**config.mk**
```make
export PLATFORM = sky130hd
export DESIGN_NAME = spi_flash_rd_seq
export DESIGN_NICKNAME = d
export VERILOG_FILES = /design/src/rtl/spi_flash_rd_seq.sv
export SDC_FILE = /design/constraint.sdc
export NUM_CORES = 1
export LEC_CHECK = 0
export ABC_AREA = 0
export CORE_UTILIZATION = 32
export DETAILED_ROUTE_END_ITERATION = 8
export GPL_ROUTABILITY_DRIVEN = 1
export PLACE_DENSITY = 0.64
export SLEW_MARGIN = 20
export SYNTH_ARGS = -nofsm -noshare
export SYNTH_HDL_FRONTEND = slang
export SYNTH_SLANG_ARGS = --single-unit
```
**constraint.sdc**
```tcl
create_clock -name apb_pclk -period 3.18 [get_ports apb_pclk]
set_clock_uncertainty 0.05 [all_clocks]
set_input_delay 0.477 -clock apb_pclk [delete_from_list [all_inputs] [get_ports apb_pclk]]
set_output_delay 0.477 -clock apb_pclk [all_outputs]
set_load 0.1 [all_outputs]
```
**src/rtl/spi_flash_rd_seq.sv**
```systemverilog
// spi_flash_rd_seq: APB-master sequencer running a serial-flash READ (cmd + 24-bit addr + N bytes) through an SPI controller
module spi_flash_rd_seq #(
    parameter logic [7:0]  SPCR_VAL = 8'h50,
    parameter logic [7:0]  SPER_VAL = 8'h00,
    parameter int          CS_IDX   = 1,
    parameter logic [7:0]  RD_CMD   = 8'h03,
    parameter logic [15:0] POLL_MAX = 16'd1023
) (
    input  logic        apb_pclk,
    input  logic        apb_prst,
    input  logic        req,
    input  logic [23:0] req_addr,
    input  logic [7:0]  req_len,
    output logic        busy,
    output logic [7:0]  rd_data,
    output logic        rd_valid,
    output logic        done,
    output logic        err,
    output logic        m_psel,
    output logic        m_penable,
    output logic        m_pwrite,
    output logic [3:0]  m_paddr,
    output logic [7:0]  m_pwdata,
    input  logic [7:0]  m_prdata
);
    typedef enum logic [3:0] {IDLE, CFG_SPCR, CFG_SPER, CS_ON, TX_WR, POLL, RX_RD, CS_OFF, DONE} state_t;
    localparam logic [3:0] CS_1H  = 4'(1 << CS_IDX);
    localparam logic [7:0] SOFTCS = {~CS_1H, CS_1H};
    state_t state, state_nxt;
    logic [1:0]  ph;
    logic [8:0]  idx;
    logic [8:0]  last_idx;
    logic [15:0] poll_cnt;
    logic [23:0] addr_r;
    logic [7:0]  len_r;
    logic [7:0]  txbyte;
    logic        err_r;
    logic        op;
    logic        op_end;
    logic        timeout;
    assign op       = state != IDLE && state != DONE;
    assign op_end   = ph == 2'd2;
    assign last_idx = (len_r == 8'd0 ? 9'd256 : {1'b0, len_r}) + 9'd3;
    assign timeout  = m_prdata[0] && poll_cnt == POLL_MAX - 16'd1;
    assign txbyte   = idx == 9'd0 ? RD_CMD :
                      idx == 9'd1 ? addr_r[23:16] :
                      idx == 9'd2 ? addr_r[15:8] :
                      idx == 9'd3 ? addr_r[7:0] : 8'h00;
    always_ff @(posedge apb_pclk) begin
        if (apb_prst)
            state <= IDLE;
        else
            state <= state_nxt;
    end
    always_comb begin
        state_nxt = state;
        case (state)
            IDLE:     state_nxt = req ? CFG_SPCR : IDLE;
            CFG_SPCR: state_nxt = op_end ? CFG_SPER : state;
            CFG_SPER: state_nxt = op_end ? CS_ON : state;
            CS_ON:    state_nxt = op_end ? TX_WR : state;
            TX_WR:    state_nxt = op_end ? POLL : state;
            POLL:     state_nxt = !op_end ? state : !m_prdata[0] ? RX_RD : timeout ? CS_OFF : POLL;
            RX_RD:    state_nxt = !op_end ? state : idx == last_idx ? CS_OFF : TX_WR;
            CS_OFF:   state_nxt = op_end ? DONE : state;
            DONE:     state_nxt = IDLE;
            default:  state_nxt = IDLE;
        endcase
    end
    // ph walks S/A/G inside every bus-owning state and restarts on each op
    always_ff @(posedge apb_pclk) begin
        if (apb_prst) begin
            ph       <= 2'd0;
            idx      <= 9'd0;
            poll_cnt <= 16'd0;
            addr_r   <= 24'd0;
            len_r    <= 8'd0;
            err_r    <= 1'b0;
        end else begin
            ph <= op && !op_end ? ph + 2'd1 : 2'd0;
            if (state == IDLE && req) begin
                addr_r <= req_addr;
                len_r  <= req_len;
                idx    <= 9'd0;
                err_r  <= 1'b0;
            end
            if (state == TX_WR)
                poll_cnt <= 16'd0;
            if (state == POLL && op_end) begin
                poll_cnt <= poll_cnt + 16'd1;
                if (timeout)
                    err_r <= 1'b1;
            end
            if (state == RX_RD && op_end)
                idx <= idx + 9'd1;
        end
    end
    always_comb begin
        m_psel    = op && !op_end;
        m_penable = op && ph == 2'd1;
        m_pwrite  = state inside {CFG_SPCR, CFG_SPER, CS_ON, TX_WR, CS_OFF};
        m_paddr   = 4'd0;
        m_pwdata  = 8'h00;
        case (state)
            CFG_SPCR: m_pwdata = SPCR_VAL;
            CFG_SPER: begin m_paddr = 4'd3; m_pwdata = SPER_VAL; end
            CS_ON:    begin m_paddr = 4'd5; m_pwdata = SOFTCS; end
            TX_WR:    begin m_paddr = 4'd2; m_pwdata = txbyte; end
            POLL:     m_paddr = 4'd1;
            RX_RD:    m_paddr = 4'd2;
            CS_OFF:   begin m_paddr = 4'd5; m_pwdata = 8'hF0; end
            default:  m_paddr = 4'd0;
        endcase
        busy     = op;
        done     = state == DONE;
        err      = state == DONE && err_r;
        rd_valid = state == RX_RD && op_end && idx >= 9'd4;
        rd_data  = rd_valid ? m_prdata : 8'h00;
    end
endmodule

```
* After elaboration in Yosys (flattened, before gate mapping)
Index checks and enable logic that the tools add are counted.
** Word-level totals
- Flip-flop bits (word level) :: 64
- Input port bits :: 43
- Output and inout port bits :: 27
- Word-level logic and storage cells :: 84
** Operators by class
- Add/sub/neg operators :: 4
- Magnitude comparators :: 1
- Equality and inequality tests :: 23
- Muxes and demuxes :: 27
- Bitwise logic cells :: 1
- Reductions and logical operators :: 21
** Operators with widths (count)
- two-way mux 8 bit :: 5
- two-way mux 16 bit :: 2
- one-hot mux 4 bit (8 select lines) :: 1
- one-hot mux 8 bit (4 select lines) :: 1
- two-way mux 4 bit :: 7
- two-way mux 9 bit :: 3
- equality test 9 x 2 -> 1 bit, second input constant :: 2
- adder 16 x 1 -> 16 bit, second input constant :: 1
- equality test 16 x 10 -> 1 bit, second input constant :: 1
- equality test 4 x 3 -> 1 bit, second input constant :: 4
- inequality test 2 bit, second input constant :: 7
- one-hot mux 3 bit (4 select lines) :: 1
- adder 9 x 1 -> 9 bit, second input constant :: 1
- adder 9 x 2 -> 9 bit, second input constant :: 1
- equality test 9 x 1 -> 1 bit, second input constant :: 1
- equality test 9 bit :: 1
- greater-or-equal comparator 9 x 3 -> 1 bit, second input constant :: 1
- logical AND 1 bit :: 9
- logical NOT 9 bit :: 1
- equality test 4 x 2 -> 1 bit, second input constant :: 2
- logical NOT 8 bit :: 1
- AND reduction 7 bit :: 1
- two-way mux 2 bit :: 3
- OR reduction 2 bit :: 3
- 13 further kinds :: 17

* Depth between registers and ports, before layout
Gate-level depths: netlist of the first run.
- Depth in word-level cells :: 7
- Depth in mapped cells :: 9
- Gate-level depth less buffers :: 7

* Least setup slack after synthesis of the first run
OpenSTA, ideal clock, no wires.
- Path type :: register -> output
- From :: register ph[0]
- To :: output rd_data[1]
- Arrival :: 3.206 ns
- Data required time :: 2.653 ns
- Slack :: -0.553 ns
- Cell stages (with the launch flop) :: 7
- Buffers on the path :: 1
- Cell sequence :: dfxtp_1 inv_1 ha_1 clkbuf_1 nand2_1 nor2_1 and2_1
** On the way
- Longest elaborated chain between the ends :: 4
** RTL lines
- start: declaration :: line 30 : logic [1:0] ph;
- start signal: assignment :: line 80 : ph <= op && !op_end ? ph + 2'd1 : 2'd0;
- equality test 2 bit :: line 42 : assign op_end = ph == 2'd2;
- logical AND 1 bit (2 in series) :: line 117 : rd_valid = state == RX_RD && op_end && idx >= 9'd4;
- named net rd_valid :: line 16 : output logic rd_valid,
- two-way mux 8 bit :: line 118 : rd_data = rd_valid ? m_prdata : 8'h00;
- end: declaration :: line 15 : output logic [7:0] rd_data,
The timed path passes the listed nets, and every way through them passes these cells.

* Final worst setup path of the first run
- From :: register state[0]
- To :: output m_pwdata[5]
** On the way
- Longest elaborated chain between the ends :: 2
- Elaborated cells between the ends (all ways) :: 5
- Those cells by class :: eq/ne: 4; mux: 1
** RTL lines
- start: declaration :: line 29 : state_t state, state_nxt;
- start signal: assignment :: line 53 : state <= state_nxt;
- equality test 4 x 3 -> 1 bit (tied with other cells) :: line 104 : case (state)
- one-hot mux 8 bit (4 select lines) * :: line 104
- end: declaration :: line 23 : output logic [7:0] m_pwdata,
Mark *: on every way between the ends. The rest lies on a longest branch, timed or not.

==> key figures, run 1 <==
Power
  – Flop pwr share: 44.7%
  – Static Leakage: 1.65 nW
  – Peak VDD IR: 0.231 mV
  – Sw power: 0.704 mW
  – Clock power frac: 31.1%
  – Pwr/cell area: 444 mW/mm^2
  – Switching Share: 35.2%
  – Logic pwr share: 24.2%
  – Int Pwr: 1.30 mW

Clocking
  – Clock Latency Late Sink: 0.35 ns
  – Total CTS buffers: 9
  – CTS tree: yes
  – Root buffer cell: clkbuf_8
  – CTS clock-pin slew for the worst setup and hold paths: 0.08 ns
  – Longest Clk Path Bufs: 2
  – Htree depth: 3
  – Clock sink count: 64

Flow run
  – Max Cap Viol: 0

Final layout
  – Final core occ: 42.9%
  – Share of cells above drive strength 1: 12.7%
  – FF+latch area: 0.00128 sq mm
  – Multi-input logic area: 0.00210 sq mm
  – Final nets: 584
  – P&R area growth vs syn: 27.9%
  – Ant diodes: 0
  – Fillcell total: 1,091

Detailed routing
  – Remaining DRCs: 0
  – DRT Wirelength: 9460 um
  – Via Count: 3,457
  – Drt first pass iters: 5
  – Vias per cell: 5.15
  – Wirelength per Cell: 14.1 um
  – Final ANT Viol Nets: 0
  – 1st-iter DRT viols: 250

Synthesis
  – Synth area leaders: dfxtp_1 (36%), nand2_1 (11%), a21oi_1 (8.1%)
  – Synth Instances: 475
  – Post-synth net total: 528
  – Synth warn: 0
  – Post-synthesis cell type count: 53
  – Area leader, netlist: dfxtp_1
  – FFs w/ async S/R, synth: 0%
  – Post-Syn Area: 0.00352 sq mm
  – Post-synth EDFFs: 0
  – Post-synth top cells: nand2_1 (100), dfxtp_1 (64), a21oi_1 (57), nor2_1 (35), clkbuf_1 (26)
  – Ys flop type: dfxtp_1
  – Synth top area share: 36.4%
  – Synthesized area per cell: 7.42 sq um
  – Register area share after synthesis: 36.4%
  – Register bit total from synthesis: 64
  – Most frequent cell after synthesis: nand2_1

Floorplanning
  – Core ar.: 0.0105 sq mm
  – Die H: 107 um
  – Boundary Pins: 70
  – Starting density of the core: 33.5%
  – Num rows: 37
  – DIE AREA: 0.0114 sq mm
  – Die width: 107 um

Timing
  – Worst setup margin: 0.314 ns
  – Fin. max-slew vios: 0
  – Final period utilization: 90.1%
  – Unrepaired setup endpoints after global routing: no
  – Post-route minimum period: 2.87 ns
  – Slew @ Worst Pin: 0.774 ns
  – Endpoints failing setup: 0
  – Max frequency: 349 MHz
  – Final hold viol count: 0
  – Worst slew margin relative to its limit: 48.4%

Global routing
  – Total GRT Usage: 17.1%
  – Initial antenna violation count: 0
  – First-pass GRT wire length: 15,400 um
  – Grt ovf: 0
  – Vias in the first global route: 3,240
  – Largest net degree at the start of global routing: 31

Setup path
  – Worst-path fanout max: 17
  – Critical path data required time: 2.65 ns
  – Critical Path Source Type: flip-flop
  – Worst EP arrival: 2.34 ns
  – CP Class: flip-flop to output pin
  – CP Capture Type: output pin

Place
  – GPL Wtd Cong: 0.825
  – Port Buffers: 68
  – Detailed Place HPWL: 6880 um
  – DP Worst Slack: 0.524 ns

Min path
  – Min-delay worst type: flip-flop to flip-flop

Run status
  – Status: finished clean
## through the flow
step                TNS, ns  instance area (sq um)  instances  hold slack [ns]  power (mW)
floorplan            -0.167                   3540        475            0.381        1.23
finish                    0                   4510        671            0.409        2.00
global placement          0                   4330        656            0.393        1.39
CTS                       0                   4500        671            0.411        2.02
detailed placement        0                   4330        656            0.400        1.39
global route              0                   4510        671            0.427        2.10
## worst max-delay path, stage by stage (launching register included)
cell and delay [ns]:
dfxtp_1 0.50, nor4b_2 0.44, nand3_1 0.19, nor2_1 0.33
o221ai_1 0.18, nand2_1 0.15, buf_12 0.19
## placed cells by master, fill, tap and decap left out, types with 3 or more instances in the layout
master and count:
a211oi_1 6, a21oi_1 57, a31oi_1 3, and2_1 13, and3_1 7, buf_12 6
buf_4 27, clkbuf_8 9, clkdlybuf4s50_1 41, clkinvlp_4 5, dfxtp_1 64, ha_1 10
inv_1 11, mux2_2 6, nand2_1 100, nand3_1 11, nand3b_1 8, nand4_1 10
nor2_1 34, nor2b_1 7, nor3_1 9, nor3_2 3, nor3b_1 4, nor4_1 3
o211ai_1 3, o21ai_0 21, o221ai_1 4, or3_1 7, xnor2_1 6, xor2_1 5
## what timing repair did
action	4_1_cts	5_1_grt
hold buffers	0	0
setup buffers	0	0
setup endpoints to repair	0	4
gates resized for setup	0	1
## registers in the layout, summed over array words and instances (netlist names)
signal and flops:
addr_r 24, poll_cnt 16, idx 9, len_r 8, state 4, ph 2, err_r 1
## power by group through the flow
stage | clock network (mW) | registers (mW) | logic, mW
6_report | 0.622 | 0.895 | 0.483
5_1_grt | 0.680 | 0.901 | 0.517
4_1_cts | 0.644 | 0.893 | 0.485
3_5_place_dp | 0 | 0.912 | 0.483
3_3_place_gp | 0 | 0.909 | 0.477
2_1_floorplan | 0 | 0.885 | 0.342
## cell families (layout without fill, tap and decap cells)
group | after synthesis | in the layout | synth area share [%]
flops | 64 | 64 | 36.4
other cells | 1 | 1 | 0.106
simple gates | 232 | 232 | 32.5
fa+ha+maj | 10 | 10 | 3.55
xor+xnor | 11 | 11 | 2.74
mux | 7 | 7 | 2.20
buf+inv | 42 | 102 | 4.69
compound gates | 108 | 108 | 17.8
## layout make-up
| type | count | area share, % |
|---|---|---|
| multi-input cells | 369 | 46.6 |
| flip-flops and latches | 64 | 28.4 |
| inverters | 12 | 1.00 |
| well taps | 136 | 3.78 |
| clock buffers | 9 | 2.75 |
| clock inverters | 6 | 1.03 |
| repair buffers | 75 | 16.4 |
## final timing paths
path	to	cells past startpoint	start	slack, ns
setup reg to reg	idx[6]	6	state[0]	0.90
hold / removal	err_r	2	err_r	0.41
setup / recovery	m_pwdata[5]	6	state[0]	0.31
hold reg to reg	err_r	2	err_r	0.41
## per-layer routing
layer,share of wire [%],vias to the layer above,routed length [um],track usage (%)
li1,-,1760,-,-
met1,47,1612,4410,21.6
met2,47,79,4460,28.1
met3,5.4,6,515,6.20
met4,0.89,0,84,3.62
met5,0,-,0,0
Power figures use the tool's default switching activity.
==> inputs of run 2 (changes only) <==
- PLACE_DENSITY: 0.64 -> unset
- PLACE_DENSITY_LB_ADDON: unset -> 0.3
==> run 2 against run 1 <==
Effect of this change: final area rose by 2.0%; sequential cell count unchanged; sequential power is essentially flat; sequential share of layout area down 0.56 points; first-iteration DRC count up 16%; worst hold slack barely moved; combinational power is 1% lower; via count down 0.67%; register-to-register slack got worse by 0.26 ns.
==> key figures, run 2 (synthesis gave the netlist of run 1 again) <==
Floorplanning
  – Die width: 107 um (unchanged)
  – DIE AREA: 0.0114 sq mm (unchanged)
  – Die H: 107 um (unchanged)
  – Num rows: 37 (unchanged)
  – Core ar.: 0.0105 sq mm (unchanged)
  – Boundary Pins: 70 (unchanged)
  – Starting density of the core: 33.5% (unchanged)

Global routing
  – Largest net degree at the start of global routing: 28 (-9.7%)
  – Vias in the first global route: 3,303 (+1.9%)
  – First-pass GRT wire length: 16,000 um (+3.6%)
  – Total GRT Usage: 17.8% (+0.62 points)
  – Grt ovf: 0 (unchanged)
  – Initial antenna violation count: 0 (unchanged)

Place
  – Port Buffers: 68 (unchanged)
  – DP Worst Slack: 0.565 ns (+0.0414 ns)
  – Detailed Place HPWL: 6690 um (-2.9%)
  – GPL Wtd Cong: 0.827 (+0.24%)
  – Placed cell count: 654 (-0.30%)

Clocking
  – Htree depth: 3 (unchanged)
  – Root buffer cell: clkbuf_8
  – Post-CTS Setup Inserts: 0 (unchanged)
  – Clock sink count: 64 (unchanged)
  – Longest Clk Path Bufs: 2 (unchanged)
  – Clock Latency Late Sink: 0.36 ns (about the same)
  – Hold_buf cts: 0 (unchanged)
  – Resized Gates After CTS: 0 (unchanged)
  – Total CTS buffers: 9 (unchanged)
  – CTS clock-pin slew for the worst setup and hold paths: 0.08 ns (about the same)
  – CTS tree: yes

Setup path
  – Critical Path Source Type: flip-flop
  – Worst-path fanout max: 17 (unchanged)
  – CP Capture Type: output pin
  – Critical path data required time: 2.65 ns (about the same)
  – Worst EP arrival: 2.39 ns (+0.05 ns)
  – CP Class: flip-flop to output pin

Power
  – Pwr/cell area: 512 mW/mm^2 (+15%)
  – Peak VDD IR: 0.387 mV (+67%)
  – Total power: 2.35 mW (+18%)
  – Static Leakage: 1.71 nW (+3.5%)

Final layout
  – Share of cells above drive strength 1: 12.5% (-0.16 points)
  – Final nets: 582 (-0.34%)
  – Ant diodes: 0 (unchanged)
  – FF+latch area: 0.00128 sq mm (unchanged)
  – Max FFs per register: 24 (unchanged)
  – Multi-input logic area: 0.00210 sq mm (unchanged)
  – Biggest register: addr_r
  – Fillcell total: 1,049 (-3.8%)
  – Largest regs: addr_r: 24 flops, poll_cnt: 16 flops, idx: 9 flops
  – Fin cells: 670 (-0.15%)
  – P&R area growth vs syn: 30.5%
  – Most frequent cells in the layout: nand2_1 (100), dfxtp_1 (64), a21oi_1 (57), clkdlybuf4s50_1 (41), nor2_1 (34)
  – Most common cell after layout, fill and taps aside: nand2_1

Run status
  – Status: finished clean

Timing
  – Max frequency: 343 MHz (-1.8%)
  – Unrepaired setup endpoints after global routing: no
  – Fin. max-slew vios: 0 (unchanged)
  – Slew @ Worst Pin: 0.813 ns (+0.0383 ns)
  – Final hold viol count: 0 (unchanged)
  – Final period utilization: 91.8% (+1.7 points)
  – WHS: 0.409 ns (-0.0000460 ns)
  – Endpoints failing setup: 0 (unchanged)
  – Worst setup margin: 0.261 ns (-0.0537 ns)
  – Worst slew margin relative to its limit: 45.7% (-2.7 points)
  – Post-route minimum period: 2.92 ns (+0.0537 ns)

Flow run
  – Max Cap Viol: 0 (unchanged)

Detailed routing
  – DRT Wirelength: 9630 um (+1.7%)
  – Drt first pass iters: 4 (-1)
  – Via Count: 3,434 (-0.67%)
  – Vias per cell: 5.13 (-0.52%)
  – Final ANT Viol Nets: 0 (unchanged)
  – Wirelength per Cell: 14.4 um (+1.9%)
  – 1st-iter DRT viols: 289 (+16%)
  – Remaining DRCs: 0 (unchanged)

Min path
  – Min-delay worst type: flip-flop to flip-flop
run 2: worst paths after layout:
check	startpoint	end	slack (ns)	cells after the start
hold reg to reg	addr_r[5]	addr_r[5]	0.41	2
setup reg to reg	state[0]	idx[5]	0.64	4
hold / removal	addr_r[5]	addr_r[5]	0.41	2
setup / recovery	state[0]	m_pwdata[4]	0.26	6
run 2: area by class of cell:
class                      count  area share [%]
multi-input combinational    369            45.7
sequential                    64            27.9
timing repair buffer          73            15.7
tap                          136            3.70
clock buffer                  10            2.99
clock inverter                 6            2.99
inverter                      12           0.980
run 2: worst max-delay path, stage by stage, from the launching register on:
cell and delay (ns):
dfxtp_1 0.50, nor4b_2 0.45, nand3_1 0.20, nor2_1 0.34, o221ai_1 0.20, nand2_1 0.16
buf_12 0.19
run 2: layer usage:
| metal | share of wire (%) | wire length [um] | GRT usage (%) |
|---|---|---|---|
| met1 | 47 | 4500 | 22.9 |
| met2 | 45 | 4320 | 27.7 |
| met3 | 6.9 | 660 | 5.84 |
| met4 | 1.5 | 148 | 5.97 |
| met5 | 0 | 0 | 0 |
run 2: where the power goes:
group          total (mW)  switching (mW)  internal, mW  leakage, nW
registers           0.894          0.0483         0.846        0.521
logic               0.477           0.313         0.165         1.05
clock network       0.980           0.352         0.627        0.137
total                2.35           0.713          1.64         1.71
run 2: metrics by stage:
stage,cell area (sq um),TNS (ns),util (%)
CTS,4590,0,43.7
global placement,4310,0,41.1
detailed placement,4310,0,41.1
global route,4600,0,43.7
finish,4600,0,43.7
floorplan,3540,-0.167,-
